==> src/rtl/linea_recog_pkg.sv <==
// ---------------------------------------------------------------------------
// linea_recog_pkg : shared FSM state type and default pattern parameters
// Rev 1.0
// ---------------------------------------------------------------------------
`default_nettype none

package linea_recog_pkg;

  typedef enum logic [1:0] {
    ST_INIT = 2'd0,
    ST_FILL = 2'd1,
    ST_RUN  = 2'd2
  } state_t;

  localparam int         DEF_PLEN    = 5;
  localparam logic [4:0] DEF_PATTERN = 5'b10011;
  localparam int         DEF_CW      = 8;

endpackage

`default_nettype wire

==> src/rtl/linea_recog_if.sv <==
// ---------------------------------------------------------------------------
// linea_recog_if : serial lines, controls and match outputs of linea_recog
// conteggio exists only when LINEA_RECOG_COUNT_EN is defined. Rev 1.0
// ---------------------------------------------------------------------------
`default_nettype none

interface linea_recog_if
  import linea_recog_pkg::*;
#(
  parameter int CHANNELS = 4,
  parameter int CW       = DEF_CW
) ();

  logic [CHANNELS-1:0]    linea;
  logic [CHANNELS-1:0]    abilita;
  logic                   sovrapp;
  logic                   azzera;
  logic [CHANNELS-1:0]    u;
  logic                   any_u;
`ifdef LINEA_RECOG_COUNT_EN
  logic [CHANNELS*CW-1:0] conteggio;
`endif

  modport master (
    output linea, abilita, sovrapp, azzera,
`ifdef LINEA_RECOG_COUNT_EN
    input  conteggio,
`endif
    input  u, any_u
  );

  modport slave (
    input  linea, abilita, sovrapp, azzera,
`ifdef LINEA_RECOG_COUNT_EN
    output conteggio,
`endif
    output u, any_u
  );

endinterface

`default_nettype wire

==> src/rtl/linea_recog_chan.sv <==
// ---------------------------------------------------------------------------
// linea_recog_chan : one serial line recogniser (FSM, history, match counter)
// Counter present only with LINEA_RECOG_COUNT_EN. Rev 1.0
// ---------------------------------------------------------------------------
`default_nettype none

module linea_recog_chan
  import linea_recog_pkg::*;
#(
  parameter int             PLEN    = DEF_PLEN,
  parameter logic [PLEN-1:0] PATTERN = DEF_PATTERN
`ifdef LINEA_RECOG_COUNT_EN
  , parameter int           CW      = DEF_CW
`endif
) (
  input  wire logic          clock,
  input  wire logic          reset,
  input  wire logic          linea,
  input  wire logic          abilita,
  input  wire logic          sovrapp,
`ifdef LINEA_RECOG_COUNT_EN
  input  wire logic          azzera,
  output logic [CW-1:0]      conteggio,
`endif
  output logic               u,
  output logic               u_next
);

  localparam int              CNTW     = $clog2(PLEN + 1);
  localparam logic [CNTW-1:0] CNT_FULL = CNTW'(PLEN);

  state_t            state_q, state_d;
  logic [PLEN-1:0]   hist_q, hist_d, hist_shift;
  logic [CNTW-1:0]   cnt_q, cnt_d, cnt_inc;
  logic              u_q, u_d;
  logic              match;

  always_comb begin
    hist_shift = {hist_q[PLEN-2:0], linea};
    // In RUN the window is already full, so the fill count stays pinned.
    cnt_inc    = (state_q == ST_RUN) ? CNT_FULL : cnt_q + 1'b1;
    match      = (state_q != ST_INIT) && abilita &&
                 (cnt_inc == CNT_FULL) && (hist_shift == PATTERN);

    state_d = state_q;
    hist_d  = hist_q;
    cnt_d   = cnt_q;
    u_d     = match;

    if (!abilita) begin
      state_d = ST_INIT;
      hist_d  = '0;
      cnt_d   = '0;
    end else begin
      case (state_q)
        ST_INIT: begin
          state_d = ST_FILL;
          hist_d  = '0;
          cnt_d   = '0;
        end
        ST_FILL, ST_RUN: begin
          hist_d  = hist_shift;
          cnt_d   = cnt_inc;
          state_d = (cnt_inc == CNT_FULL) ? ST_RUN : ST_FILL;
          // Non-overlapping mode demands a completely fresh window.
          if (match && !sovrapp) begin
            cnt_d   = '0;
            state_d = ST_FILL;
          end
        end
        default: begin
          state_d = ST_INIT;
          hist_d  = '0;
          cnt_d   = '0;
        end
      endcase
    end
  end

  always_ff @(posedge clock) begin
    if (reset) begin
      state_q <= ST_INIT;
      hist_q  <= '0;
      cnt_q   <= '0;
      u_q     <= 1'b0;
    end else begin
      state_q <= state_d;
      hist_q  <= hist_d;
      cnt_q   <= cnt_d;
      u_q     <= u_d;
    end
  end

  assign u      = u_q;
  assign u_next = u_d;

`ifdef LINEA_RECOG_COUNT_EN
  logic [CW-1:0] count_q, count_d;

  // Clear wins over increment, but a coincident match is still counted.
  always_comb begin
    count_d = count_q;
    if (azzera)
      count_d = match ? CW'(1) : '0;
    else if (match && (count_q != {CW{1'b1}}))
      count_d = count_q + 1'b1;
  end

  always_ff @(posedge clock) begin
    if (reset)
      count_q <= '0;
    else
      count_q <= count_d;
  end

  assign conteggio = count_q;
`endif

endmodule

`default_nettype wire

==> src/rtl/linea_recog.sv <==
// ---------------------------------------------------------------------------
// linea_recog : multi-channel serial pattern recogniser with any_u summary
// Optional match counters enabled by LINEA_RECOG_COUNT_EN. Rev 1.0
// ---------------------------------------------------------------------------
`default_nettype none

module linea_recog
  import linea_recog_pkg::*;
#(
  parameter int              CHANNELS = 4,
  parameter int              PLEN     = DEF_PLEN,
  parameter logic [PLEN-1:0] PATTERN  = DEF_PATTERN,
  parameter int              CW       = DEF_CW
) (
  input  wire logic     clock,
  input  wire logic     reset,
  linea_recog_if.slave  bus
);

  logic [CHANNELS-1:0] u_next;
  logic                any_u_q, any_u_d;

  for (genvar i = 0; i < CHANNELS; i++) begin : g_chan
    linea_recog_chan #(
      .PLEN    (PLEN),
      .PATTERN (PATTERN)
`ifdef LINEA_RECOG_COUNT_EN
      , .CW    (CW)
`endif
    ) u_chan (
      .clock     (clock),
      .reset     (reset),
      .linea     (bus.linea[i]),
      .abilita   (bus.abilita[i]),
      .sovrapp   (bus.sovrapp),
`ifdef LINEA_RECOG_COUNT_EN
      .azzera    (bus.azzera),
      .conteggio (bus.conteggio[i*CW +: CW]),
`endif
      .u         (bus.u[i]),
      .u_next    (u_next[i])
    );
  end

  // Built from the channels' next-state pulses so any_u lines up with u.
  always_comb begin
    any_u_d = |u_next;
  end

  always_ff @(posedge clock) begin
    if (reset)
      any_u_q <= 1'b0;
    else
      any_u_q <= any_u_d;
  end

  assign bus.any_u = any_u_q;

endmodule

`default_nettype wire

==> src/flat_wrapper.sv <==
// flat-port wrapper written by rule: the top's interface ports become plain ports
module linea_recog_flat import linea_recog_pkg::*;
#(
  parameter int              CHANNELS = 4,
  parameter int              PLEN     = DEF_PLEN,
  parameter logic [PLEN-1:0] PATTERN  = DEF_PATTERN,
  parameter int              CW       = DEF_CW
)
  (clock, reset, bus_linea, bus_abilita, bus_sovrapp, bus_azzera, bus_u, bus_any_u);
  linea_recog_if #(.CHANNELS(CHANNELS), .CW(CW)) bus_i ();
  input  wire logic clock;
  input  wire logic reset;
  input wire logic [$bits(bus_i.linea)-1:0] bus_linea;
  input wire logic [$bits(bus_i.abilita)-1:0] bus_abilita;
  input wire logic [$bits(bus_i.sovrapp)-1:0] bus_sovrapp;
  input wire logic [$bits(bus_i.azzera)-1:0] bus_azzera;
  output wire logic [$bits(bus_i.u)-1:0] bus_u;
  output wire logic [$bits(bus_i.any_u)-1:0] bus_any_u;
  assign bus_i.linea = bus_linea;
  assign bus_i.abilita = bus_abilita;
  assign bus_i.sovrapp = bus_sovrapp;
  assign bus_i.azzera = bus_azzera;
  assign bus_u = bus_i.u;
  assign bus_any_u = bus_i.any_u;
  linea_recog #(.CHANNELS(CHANNELS), .PLEN(PLEN), .PATTERN(PATTERN), .CW(CW)) u_core (.clock(clock), .reset(reset), .bus(bus_i));
endmodule
==> config.mk <==
export PLATFORM = sky130hd
export DESIGN_NAME = linea_recog_flat
export DESIGN_NICKNAME = d
export VERILOG_FILES = /design/src/rtl/linea_recog_pkg.sv /design/src/rtl/linea_recog_if.sv /design/src/rtl/linea_recog_chan.sv /design/src/rtl/linea_recog.sv /design/src/flat_wrapper.sv
export SDC_FILE = /design/constraint.sdc
export NUM_CORES = 1
export LEC_CHECK = 0
export BUFFER_PORTS_ARGS = -buffer_cell sky130_fd_sc_hd__buf_2
export CORE_MARGIN = 5
export CORE_UTILIZATION = 40
export DETAILED_ROUTE_END_ITERATION = 7
export HOLD_SLACK_MARGIN = 0.06
export PLACE_DENSITY_LB_ADDON = 0.1
export REMOVE_ABC_BUFFERS = 1
export SLEW_MARGIN = 20
export SYNTH_ARGS = -nofsm -noshare
export SYNTH_HDL_FRONTEND = slang
export SYNTH_HIERARCHICAL = 1
export SYNTH_SLANG_ARGS = --single-unit
export TNS_END_PERCENT = 5
==> constraint.sdc <==
create_clock -name clock -period 1.71 [get_ports clock]
set_input_delay 0.2565 -clock clock [delete_from_list [all_inputs] [get_ports clock]]
set_output_delay 0.2565 -clock clock [all_outputs]
set_load 0.02 [all_outputs]
-- Word-level counts from Yosys, hierarchy flattened
Index checks and enable logic that the tools add are counted.
- bitwise gates (word level): 8
- divide/modulo/power cells: 0
- eq/ne operators: 16
- order comparisons: 0
- multipliers: 0
- reductions and logical operators: 42
- shift operators: 0
- $add $sub $neg: 4
- muxes and demuxes: 16
- operators by type and width (operator ; number):
    $eq A5 B5 Y1 const B ; 4
    $reduce_or A4 Y1 ; 5
    $logic_and A1 B1 Y1 ; 16
    $mux W2 ; 8
    $pmux W2 S2 ; 4
    $reduce_or A2 Y1 ; 8
    $add A3 B1 Y3 const B ; 4
    $eq A3 B3 Y1 const B ; 4
    $mux W3 ; 4
    $reduce_or A3 Y1 ; 4
    $eq A2 B1 Y1 const B ; 4
    $eq A2 B2 Y1 const B ; 4
    $logic_not A2 Y1 ; 4
    $not A1 Y1 ; 8
    $reduce_bool A2 Y1 ; 4
    $logic_not A1 Y1 ; 1
- register bits after elaboration: 41
- memory bits (writable): 0
- input port bits: 12
- memory bits (read-only): 0
- memories kept: 0
- output and inout bits: 5
- latch bits: 0
- word-level logic and storage cells: 103

-- Depth between registers and ports, before layout
Gate-level depths: netlist of the first run.
- depth after elaboration: 8
- mapped depth: 7
- gate-level depth less buffers: 7

-- Modules after synthesis
The synthesis of the first run kept the hierarchy.
- modules (own cells, without submodules) (module ; instances ; cells each ; sequential area each (µm²) ; area an instance (µm²)):
    linea_recog_chan ; 4 ; 43 ; 200.2 ; 437.9
    linea_recog ; 1 ; 3 ; 20.0 ; 30.0

-- Least setup slack after synthesis of the first run
No wires, ideal clock.
- path type: register -> register
- start: register u_core.g_chan[1].u_chan.cnt_q[0]
- end: register u_core.any_u_q (netlist: u_core/bus.any_u)
- library setup time: 121 ps
- path buffers: 0
- clock period less this slack: 1401 ps
- arrival: 1280 ps
- cell stages (with the launch flop): 7
- required time: 1589 ps
- setup slack: 309 ps
- path through: dfxtp_1 ha_1 xnor2_1 o31a_1 nor2_1 nor4_1 nor2_1
- cells in the longest elaborated chain, start to end: 6
- ends and longest elaborated chain (element ; line ; text):
    from (decl) ; linea_recog_chan.sv:34 ; logic [CNTW-1:0] cnt_q, cnt_d, cnt_inc;
    from (signal assigned) ; linea_recog_chan.sv:89 ; cnt_q <= cnt_d;
    $add A3 B1 Y3 ; linea_recog_chan.sv:41 ; cnt_inc = (state_q == ST_RUN) ? CNT_FULL : cnt_q + 1'b1;
    $mux W3 ; linea_recog_chan.sv:41 ;
    $eq A3 B3 Y1 ; linea_recog_chan.sv:43 ; (cnt_inc == CNT_FULL) && (hist_shift == PATTERN);
    $logic_and A1 B1 Y1 ; linea_recog_chan.sv:42 ; match = (state_q != ST_INIT) && abilita &&
    $logic_and A1 B1 Y1 ; linea_recog_chan.sv:43 ;
    net u_core.u_next[1] ; linea_recog.sv:20 ; logic [CHANNELS-1:0] u_next;
    $reduce_or A4 Y1 ; linea_recog.sv:47 ; any_u_d = |u_next;
    to (signal assigned) ; linea_recog.sv:54 ; any_u_q <= any_u_d;
    to (decl) ; linea_recog.sv:21 ; logic any_u_q, any_u_d;
The timed path passes the listed nets, and every way through them passes these cells.
A chain may end at the register's enable or synchronous reset.

-- Worst setup path in the final report of the first run
- start: register u_core.g_chan[0].u_chan.cnt_q[0]
- end: register u_core.g_chan[0].u_chan.cnt_q[2]
- cells in the longest elaborated chain, start to end: 7
- ends and longest elaborated chain (element ; line ; text):
    from (decl) ; linea_recog_chan.sv:34 ;
    from (signal assigned) ; linea_recog_chan.sv:89 ;
    $add A3 B1 Y3 (*) ; linea_recog_chan.sv:41 ;
    $mux W3 (*) ; linea_recog_chan.sv:41 ;
    $eq A3 B3 Y1 ; linea_recog_chan.sv:43 ;
    $logic_and A1 B1 Y1 ; linea_recog_chan.sv:42 ;
    $logic_and A1 B1 Y1 ; linea_recog_chan.sv:43 ;
    $logic_and A1 B1 Y1 ; linea_recog_chan.sv:66 ; if (match && !sovrapp) begin
    $reduce_or A4 Y1 (no source line) ; n/a ;
Mark *: on every way between the ends. The rest lies on a longest branch, timed or not.

==> results of run 1 <==
[power breakdown]
group          internal (mW)  total [mW]  leakage, nW  switching [mW]
logic                 0.0393      0.0941        0.501          0.0548
registers              0.968       0.976        0.332         0.00823
clock network          0.365       0.697       0.0542           0.332
total                   1.37        1.77        0.887           0.395
[worst reg2reg max path, stage by stage (launching register included)]
cell,delay [ns]
dfxtp_1,0.34
ha_1,0.21
xnor2_1,0.15
o31a_1,0.32
buf_4,0.15
o311a_1,0.31
[per-layer routing]
layer  global-route usage, %  part of all wire (%)  wire [um]
met3                    3.28                   4.1        142
met1                    15.4                    47       1630
met2                    20.1                    46       1590
met5                       0                     0          0
met4                    7.34                   2.3         81
[cells in the final DEF (no fill, tap or decap)]
| cell type | synthesis | layout |
|---|---|---|
| xnor2_1 | 4 | 4 |
| and3b_1 | 4 | 4 |
| and3_1 | 4 | 4 |
| and4bb_2 | 8 | 8 |
| o31a_1 | 4 | 4 |
| ha_1 | 16 | 16 |
| inv_1 | 12 | 12 |
| clkbuf_8 | 0 | 7 |
| clkinv_2 | 0 | 1 |
| o311a_1 | 8 | 8 |
| nand4b_1 | 4 | 4 |
| nor2_1 | 13 | 13 |
| and2_1 | 16 | 16 |
| o311ai_0 | 4 | 4 |
| nand3_1 | 12 | 12 |
| nor4_1 | 1 | 1 |
| dfxtp_1 | 41 | 41 |
| nor3_1 | 4 | 4 |
| nor4bb_1 | 4 | 4 |
| buf_4 | 0 | 1 |
| nand2_1 | 16 | 16 |
| buf_2 | 0 | 15 |
[synthesized netlist by cell type]
cell,instances
dfxtp_1,41
and2_1,16
ha_1,16
nand2_1,16
nor2_1,13
inv_1,12
nand3_1,12
and4bb_2,8
o311a_1,8
and3_1,4
and3b_1,4
nand4b_1,4
nor3_1,4
nor4bb_1,4
o311ai_0,4
o31a_1,4
xnor2_1,4
nor4_1,1
[stage by stage]
step,instances,util [%],cell area (um2),power (mW)
after floorplan,175,-,1780,1.05
after global placement,242,44.4,1920,1.09
after detailed placement,242,44.4,1920,1.09
after CTS,250,46.8,2020,1.79
after global routing,251,47.0,2030,1.85
final,251,47.0,2030,1.77
[final timing paths]
check,end,startpoint,slack (ns)
setup / recovery,u_core/g_chan[0].u_chan/cnt_q[2],u_core/g_chan[0].u_chan/cnt_q[0],0.11
hold / removal,u_core/g_chan[3].u_chan/hist_q[0],bus_linea[3],0.19
setup reg to reg,u_core/g_chan[0].u_chan/cnt_q[2],u_core/g_chan[0].u_chan/cnt_q[0],0.11
hold reg to reg,u_core/g_chan[1].u_chan/hist_q[3],u_core/g_chan[1].u_chan/hist_q[2],0.45
[final cells by class]
cell class                 count  area [um2]  share of cell area, %
sequential                    41         821                   40.4
clock buffer                   7        96.3                   4.74
clock inverter                 1        5.00                  0.246
multi-input combinational    122         916                   45.1
inverter                      12        45.0                   2.22
tap                           52        65.1                   3.20
timing repair buffer          16        82.6                   4.07
[flip-flops by register name, summed over array words and instances (netlist names)]
register and count:
u_core/g_chan.u_chan/state_q 8, u_core/g_chan.u_chan/u 4, u_core/g_chan.u_chan/hist_q 16, u_core/g_chan.u_chan/cnt_q 12, u_core/bus.any_u 1
[cell families after synthesis]
kind of cell    Yosys count
buf+inv                  12
flops                    41
xor+xnor                  4
simple gates             86
fa+ha+maj                16
compound gates           16
==> results_dict.tcl, run 1 <==
set metrics [dict create \
    status "completed" \
    holdBufCountCts 0 \
    setup_viol 0 \
    muxShareOfSynthArea_pct 0 \
    synth-compound-area-share_pct 8.43 \
    cp.depth 5 \
    avgSynthCellArea_um2 10.2 \
    path_clk_slew_ns 0.08 \
    yosys_warnings 6 \
    wirelength_um 3450 \
    gp_congestion 0.803 \
    synth_top_family_by_area "simple AND/OR/NAND/NOR gates" \
    synth_cell_types 18 \
    io_pins 17 \
    area_growth_pct 14.0 \
    die_x_um 76.7 \
    cts_root_buf "clkbuf_8" \
    drtPass1Iterations 4 \
    cp-start-kind "register" \
    antenna_found_initial 0 \
    critPathKind "register to register" \
    numCtsBuffers 5 \
    grt_pass1_wl_um 6040 \
    grt_pass1_vias 1366 \
    min_path_cells 2 \
    leakage_nw 0.887 \
    grt_max_degree 18 \
    drcViolationCount 0 \
    num_vias 1336 \
    synth_area_leader_cell "dfxtp_1" \
    nFillCells 417 \
    timing.hold.ws_ns 0.190 \
    syn_inst 175 \
    critPathBufInv 1 \
    ant_nets 0 \
    synth_area_leaders "dfxtp_1, ha_1, and2_1" \
    synthAdderAreaFrac_pct 11.2 \
    reg2reg_depth 5 \
    nets 226 \
    slowest_delay_ns 0.34 \
    cp_top_family "compound AO/OA/AOI/OAI gates" \
    rows 24 \
    core_um2 4320 \
    maxSlewHeadroom_pct 70.9 \
    yosysSeqAreaShare_pct 46.1 \
    worstPathMaxFanout 4 \
    track_usage_pct 12.7 \
    endpoint_kind "register" \
    period_needed_ns 1.60 \
    rsz0062_at_grt "no" \
    period_share_pct 93.4 \
    post_cts.repair.setup_buffers 0 \
    initial_core_util_pct 41.2 \
    h-tree-depth 2 \
    crit_required_ns 1.90 \
    place_hpwl_um 2480 \
    peakVddDrop_mv 0.413 \
    hold_path_class "input port to register" \
    via_per_inst 5.32 \
    die_area_um2 5890 \
    grt_overflow 0 \
    insertion_delay_ns 0.29 \
    worst_pin_slew_ns 0.435 \
    cts_tree "built" \
    cts_resized 0 \
    max_freq_mhz 626 \
    crit_slowest_cell "dfxtp_1" \
    die_h_um 76.7 \
    syn_area_um2 1780 \
    diodes 0 \
    drt_iter0_drc 61 \
    yosys.area_share.simple_pct 29.8 \
    tns_ns 0 \
    max-clock-path-buffers 2 \
    final_hold_viol_count 0 \
    crit_arrival_ns 1.79 \
    port_buffers 15 \
    avgRoutedWirePerCell_um 13.7 \
    maxCapViolations 0 \
    drv_slew 0 \
    cts.sinks 41 \
    setup_ws_ns 0.112 \
    cp_cell_sequence "ha_1, xnor2_1, o31a_1, buf_4, o311a_1" \
    ys_seq_elements 41 \
    synth.top_cell.area_share_pct 46.1 \
    dp_slack_ns 0.131 \
    fin_skew_ns 0.00463 \
    synth-xor-area-share_pct 1.97 \
    drive_gt1_share_pct 16.1 \
    power_per_cell_area_nw_per_um2 870 \
]
No activity file was read; power rests on OpenSTA's default activity.
==> run 2: changes to the inputs <==
--- a/config.mk
+++ b/config.mk
@@ -5,10 +5,11 @@
 export SDC_FILE = /design/constraint.sdc
 export NUM_CORES = 1
 export LEC_CHECK = 0
-export BUFFER_PORTS_ARGS = -buffer_cell sky130_fd_sc_hd__buf_2
-export CORE_MARGIN = 5
+export CELL_PAD_IN_SITES_DETAIL_PLACEMENT = 0
+export CELL_PAD_IN_SITES_GLOBAL_PLACEMENT = 2
 export CORE_UTILIZATION = 40
 export DETAILED_ROUTE_END_ITERATION = 7
+export DONT_BUFFER_PORTS = 1
 export HOLD_SLACK_MARGIN = 0.06
 export PLACE_DENSITY_LB_ADDON = 0.1
 export REMOVE_ABC_BUFFERS = 1
==> results_dict.tcl, run 2 (same netlist as run 1, synthesis figures left out) <==
set metrics [dict create \
    status "completed" \
    tns_ns 0 \
    nFillCells 408 \
    antenna_found_initial 0 \
    grt_pass1_vias 1306 \
    drv_slew 0 \
    power_per_cell_area_nw_per_um2 855 \
    multi_input_area_um2 916 \
    period_needed_ns 1.55 \
    final_hold_viol_count 0 \
    die_x_um 68.7 \
    gp_congestion 0.717 \
    critical_path.most_common_cell "nor2_1" \
    rows 23 \
    port_buffers 0 \
    setup_viol 0 \
    design_area_um2 1940 \
    biggestRegsByFlops "u_core/g_chan.u_chan/hist_q (16), u_core/g_chan.u_chan/cnt_q (12), u_core/g_chan.u_chan/state_q (8)" \
    drtPass1Iterations 4 \
    crit_arrival_ns 1.74 \
    worstReg2RegEnd "u_core/bus.any_u" \
    hold_end "u_core/g_chan[2].u_chan/hist_q[0]" \
    wirelength_um 3440 \
    min_path_cells 1 \
    cts_resized 0 \
    place_hpwl_um 2450 \
    track_usage_pct 16.7 \
    regArea_um2 821 \
    numCtsBuffers 5 \
    path_clk_slew_ns 0.08 \
    nets 211 \
    core_um2 4140 \
    drt_iter0_drc 58 \
    post_cts.repair.setup_buffers 0 \
    worstPathMaxFanout 5 \
    min_from "bus_linea[2]" \
    ant_nets 0 \
    crit_start "u_core/g_chan[1].u_chan/cnt_q[0]" \
    cts.sinks 41 \
    initial_core_util_pct 43.0 \
    layout_common_cells "dfxtp_1, nand2_1, and2_1, ha_1, nor2_1" \
    h-tree-depth 2 \
    max-clock-path-buffers 2 \
    crit_required_ns 1.90 \
    top_register "u_core/g_chan.u_chan/hist_q" \
    critPathKind "register to register" \
    avgRoutedWirePerCell_um 14.7 \
    largest_reg_flops 16 \
    holdBufCountCts 1 \
    cp_cell_sequence "ha_1, xnor2_1, o31a_1, nor2_1, nor4_1, nor2_1" \
    diodes 0 \
    cp-start-kind "register" \
    num_vias 1296 \
    max_freq_mhz 644 \
    fin_cells 234 \
    leakage_nw 0.810 \
    insertion_delay_ns 0.29 \
    io_pins 17 \
    mostFrequentLayoutCell "dfxtp_1" \
    period_share_pct 90.8 \
    via_per_inst 5.54 \
    worst_pin_slew_ns 0.422 \
    rrSetupSlack_ns 0.16 \
    cts_tree "built" \
    slowest_delay_ns 0.34 \
    hold_path_class "input port to register" \
    maxSlewHeadroom_pct 71.5 \
    die_h_um 68.7 \
    endpoint_kind "register" \
    cts_root_buf "clkbuf_8" \
    critPathBufInv 0 \
    crit-reg2reg-launch "u_core/g_chan[1].u_chan/cnt_q[0]" \
    reg2reg_depth 6 \
    die_area_um2 4730 \
    crit_slowest_cell "dfxtp_1" \
    area_growth_pct 8.92 \
    grt_overflow 0 \
    rsz0062_at_grt "no" \
    placedCellCount 225 \
    finalPower_mw 1.66 \
    postPlaceCellArea_um2 1840 \
    cp_top_family "simple AND/OR/NAND/NOR gates" \
    drive_gt1_share_pct 8.70 \
    maxCapViolations 0 \
    drcViolationCount 0 \
    grt_pass1_wl_um 5660 \
    fin_skew_ns 0.00674 \
    grt_max_degree 14 \
    peakVddDrop_mv 0.377 \
]
-- run 2: cell types whose count changed in the layout (fill, tap and decap cells not counted) --
cell           delta
clkinvlp_4        +1
buf_4             -1
clkbuf_8          -2
buf_2            -15
dlygate4sd3_1     +1
clkinv_2          +1
-- run 2: metrics by stage --
step	hold WS, ns	utilization (%)	setup WS (ns)
global route	0.0721	46.8	0.0650
finish	0.0797	46.8	0.157
CTS	0.0709	46.8	0.176
global placement	0.334	44.5	0.212
detailed placement	0.335	44.5	0.194
floorplan	0.329	-	0.309
-- run 2: layout make-up --
class	count	area share, %
clock buffer	5	3.55
timing repair buffer	1	0.516
clock inverter	3	0.903
sequential	41	42.3
inverter	12	2.32
multi-input combinational	122	47.2
tap	50	3.22
-- run 2: where the power goes --
part / total (mW) / internal, mW / switching (mW)
sequential: 0.976 / 0.968 / 0.00850
combinational: 0.0695 / 0.0329 / 0.0366
clock: 0.614 / 0.281 / 0.333
total: 1.66 / 1.28 / 0.378
-- run 2: how the worst max path moves through the flow --
stage | cells past startpoint | slack, ns | endpoint
2_1_floorplan | 6 | 0.31 | u_core/bus.any_u
3_3_place_gp | 6 | 0.21 | u_core/bus.any_u
3_5_place_dp | 6 | 0.19 | u_core/bus.any_u
4_1_cts | 6 | 0.18 | u_core/bus.any_u
5_1_grt | 6 | 0.06 | u_core/bus.any_u
6_report | 6 | 0.16 | u_core/bus.any_u
-- run 2: layer usage --
| metal | global-route usage [%] | share of wire, % |
|---|---|---|
| met5 | 0 | 0 |
| met4 | 8.93 | 2.1 |
| met3 | 4.28 | 5.2 |
| met2 | 28.9 | 47 |
| met1 | 18.8 | 45 |
==> run 3: changes to the inputs <==
--- a/config.mk
+++ b/config.mk
@@ -16,6 +16,5 @@
 export SLEW_MARGIN = 20
 export SYNTH_ARGS = -nofsm -noshare
 export SYNTH_HDL_FRONTEND = slang
-export SYNTH_HIERARCHICAL = 1
 export SYNTH_SLANG_ARGS = --single-unit
 export TNS_END_PERCENT = 5
==> results_dict.tcl, run 3 <==
set metrics [dict create \
    status "completed" \
    cp-start-kind "register" \
    biggestRegsByFlops "u_core.g_chan.u_chan.hist_q (16), u_core.g_chan.u_chan.cnt_q (12), u_core.g_chan.u_chan.state_q (8)" \
    min_path_cells 1 \
    area_growth_pct 10.4 \
    period_share_pct 95.2 \
    crit-reg2reg-launch "u_core.g_chan[2].u_chan.state_q[1]" \
    leakage_nw 0.836 \
    synth_commonest_cells "dfxtp_1, ha_1, and2_1, inv_1, nor2_1" \
    io_pins 17 \
    yosysMostFrequentCell "dfxtp_1" \
    design_area_um2 1940 \
    insertion_delay_ns 0.28 \
    grt_use_met1_pct 17.7 \
    slowest_delay_ns 0.36 \
    p_seq_share_pct 56.5 \
    via_per_inst 4.97 \
    diodes 0 \
    p_int_mw 1.36 \
    synth_area_leader_cell "dfxtp_1" \
    clkPwrFrac_pct 39.5 \
    setup_viol 0 \
    rows 23 \
    use_met3_pct 5.67 \
    peakVddDrop_mv 0.696 \
    maxCapViolations 0 \
    h-tree-depth 2 \
    rrSetupSlack_ns 0.08 \
    tns_ns 0 \
    ant_nets 0 \
    yosys_warnings 0 \
    synth_ff_type "dfxtp_1" \
    synth_edf_count 0 \
    fin_cells 226 \
    drt_iter0_drc 42 \
    syn_area_um2 1760 \
    ys_seq_elements 41 \
    worstPathMaxFanout 4 \
    crit_arrival_ns 1.81 \
    drv_slew 0 \
    period_needed_ns 1.63 \
    top_usage_layer "met2" \
    async_reset_ff_share_pct 0 \
    swShare_pct 21.0 \
    die_x_um 68.3 \
    synth.top_cell.area_share_pct 46.6 \
    antenna_found_initial 0 \
    cp_cell_sequence "inv_1, ha_4, nor4b_2, nand4_1, o21ba_4, and3_1" \
    place_hpwl_um 2150 \
    yosysSeqAreaShare_pct 46.6 \
    top_register "u_core.g_chan.u_chan.hist_q" \
    placedCellCount 217 \
    cts.sinks 41 \
    grt_overflow 0 \
    max_freq_mhz 615 \
    mostFrequentLayoutCell "dfxtp_1" \
    crit_required_ns 1.89 \
    fin_skew_ns 0.00510 \
    path_clk_slew_ns 0.08 \
    postPlaceCellArea_um2 1790 \
    critPathKind "register to register" \
    wirelength_um 3000 \
    fin_util_pct 47.2 \
    drtPass1Iterations 4 \
    hold_path_class "input port to register" \
    largest_reg_flops 16 \
    synth_cell_types 38 \
    synth_area_leaders "dfxtp_1, ha_1, and2_1" \
    maxSlewHeadroom_pct 72.1 \
    cts_tree "built" \
    initial_core_util_pct 42.8 \
    cts_root_buf "clkbuf_8" \
    die_area_um2 4670 \
    final_hold_viol_count 0 \
    track_usage_pct 14.8 \
    numCtsBuffers 5 \
    worstReg2RegEnd "u_core.g_chan[2].u_chan.state_q[1]" \
    comb_power_share_pct 4.0 \
    core_um2 4120 \
    crit_slowest_cell "dfxtp_2" \
    gp_congestion 0.656 \
    nets 206 \
    drcViolationCount 0 \
    port_buffers 0 \
    worst_pin_slew_ns 0.413 \
    layout_common_cells "dfxtp_1, ha_1, and2_1" \
    drive_gt1_share_pct 13.1 \
    netSwitchingPower_mw 0.361 \
    max-clock-path-buffers 2 \
    num_vias 1123 \
    avgSynthCellArea_um2 10.2 \
    power_per_cell_area_nw_per_um2 888 \
    avgRoutedWirePerCell_um 13.3 \
    reg2reg_depth 6 \
    grt_util_met2_pct 23.4 \
    hold_end "u_core.g_chan[0].u_chan.hist_q[0]" \
    die_h_um 68.3 \
    syn_inst 172 \
    grt_pass1_vias 1150 \
    post_cts.repair.setup_buffers 0 \
    grt_pass1_wl_um 5020 \
    min_from "bus_linea[0]" \
    endpoint_kind "register" \
    grt_max_degree 13 \
]
run 3: cell count changes after synthesis, moves of 5 or more:
cell,delta
and4bb_2,-7
nand3_1,-12
nand2_1,-10
o311a_1,-8
o21ai_0,+5
run 3: per-stage QoR:
stage / setup slack, ns / hold WS [ns] / power [mW]
global placement: 0.0817 / 0.333 / 1.05
detailed placement: 0.0165 / 0.335 / 1.05
global route: -0.0293 / 0.0725 / 1.81
CTS: 0.0344 / 0.0790 / 1.74
floorplan: 0.203 / 0.328 / 1.04
finish: 0.0828 / 0.0873 / 1.73
run 3: how the worst max path moves through the flow:
stage               depth (start not counted)  slack, ns                                  to                                from
floorplan                                   5       0.20    u_core.g_chan[1].u_chan.cnt_q[0]    u_core.g_chan[1].u_chan.cnt_q[0]
CTS                                         6       0.03  u_core.g_chan[2].u_chan.state_q[1]  u_core.g_chan[2].u_chan.state_q[0]
detailed placement                          6       0.02                    u_core.bus.any_u  u_core.g_chan[2].u_chan.state_q[1]
global placement                            6       0.08                    u_core.bus.any_u  u_core.g_chan[2].u_chan.state_q[1]
finish                                      6       0.08  u_core.g_chan[2].u_chan.state_q[1]  u_core.g_chan[2].u_chan.state_q[1]
global route                                6      -0.03  u_core.g_chan[2].u_chan.state_q[1]  u_core.g_chan[2].u_chan.state_q[1]
run 3: cell type report:
type	instances	area, um2
clock buffer	7	96.3
inverter	14	52.6
fill	401	2170
timing repair buffer	2	17.5
sequential	41	823
tap	50	62.6
multi-input combinational	111	886
clock inverter	1	5.00
run 3: per-layer routing:
layer	share of wire (%)	up-vias	wire length, um
met4	0.97	0	29
li1	-	586	-
met2	44	18	1310
met3	5.1	4	152
met1	50	515	1500
met5	0	-	0
run 3: kinds of logic after synthesis:
group | synth area share (%)
xor gates and xnor gates | 1.99
AOI/OAI and AO/OA | 8.81
adders and majority gates | 13.5
DFF | 46.6
buffers and inverters | 5.19
and+or+nand+nor | 23.9
run 3: repair_timing:
item	in CTS	in global routing
endpoints found under the hold margin	6	0
pin swaps	1	4
gates resized for setup	1	10
hold buffers	1	0
endpoints found under the setup margin	1	7
run 3: critical path, delay by kind of cell (launching register included):
family | cells | cell delay [ns]
AND/OR/NAND/NOR | 3 | 0.65
flip-flops | 1 | 0.36
AO/OA/AOI/OAI | 1 | 0.27
adder cells (fa/ha/maj) | 1 | 0.17
buffers and inverters | 1 | 0.07
run 3: power by group through the flow:
stage | sequential (mW) | clock, mW | combinational [mW]
3_5_place_dp | 0.997 | 0 | 0.0579
3_3_place_gp | 0.996 | 0 | 0.0554
2_1_floorplan | 0.995 | 0 | 0.0466
5_1_grt | 0.977 | 0.757 | 0.0808
4_1_cts | 0.974 | 0.705 | 0.0623
6_report | 0.975 | 0.682 | 0.0682
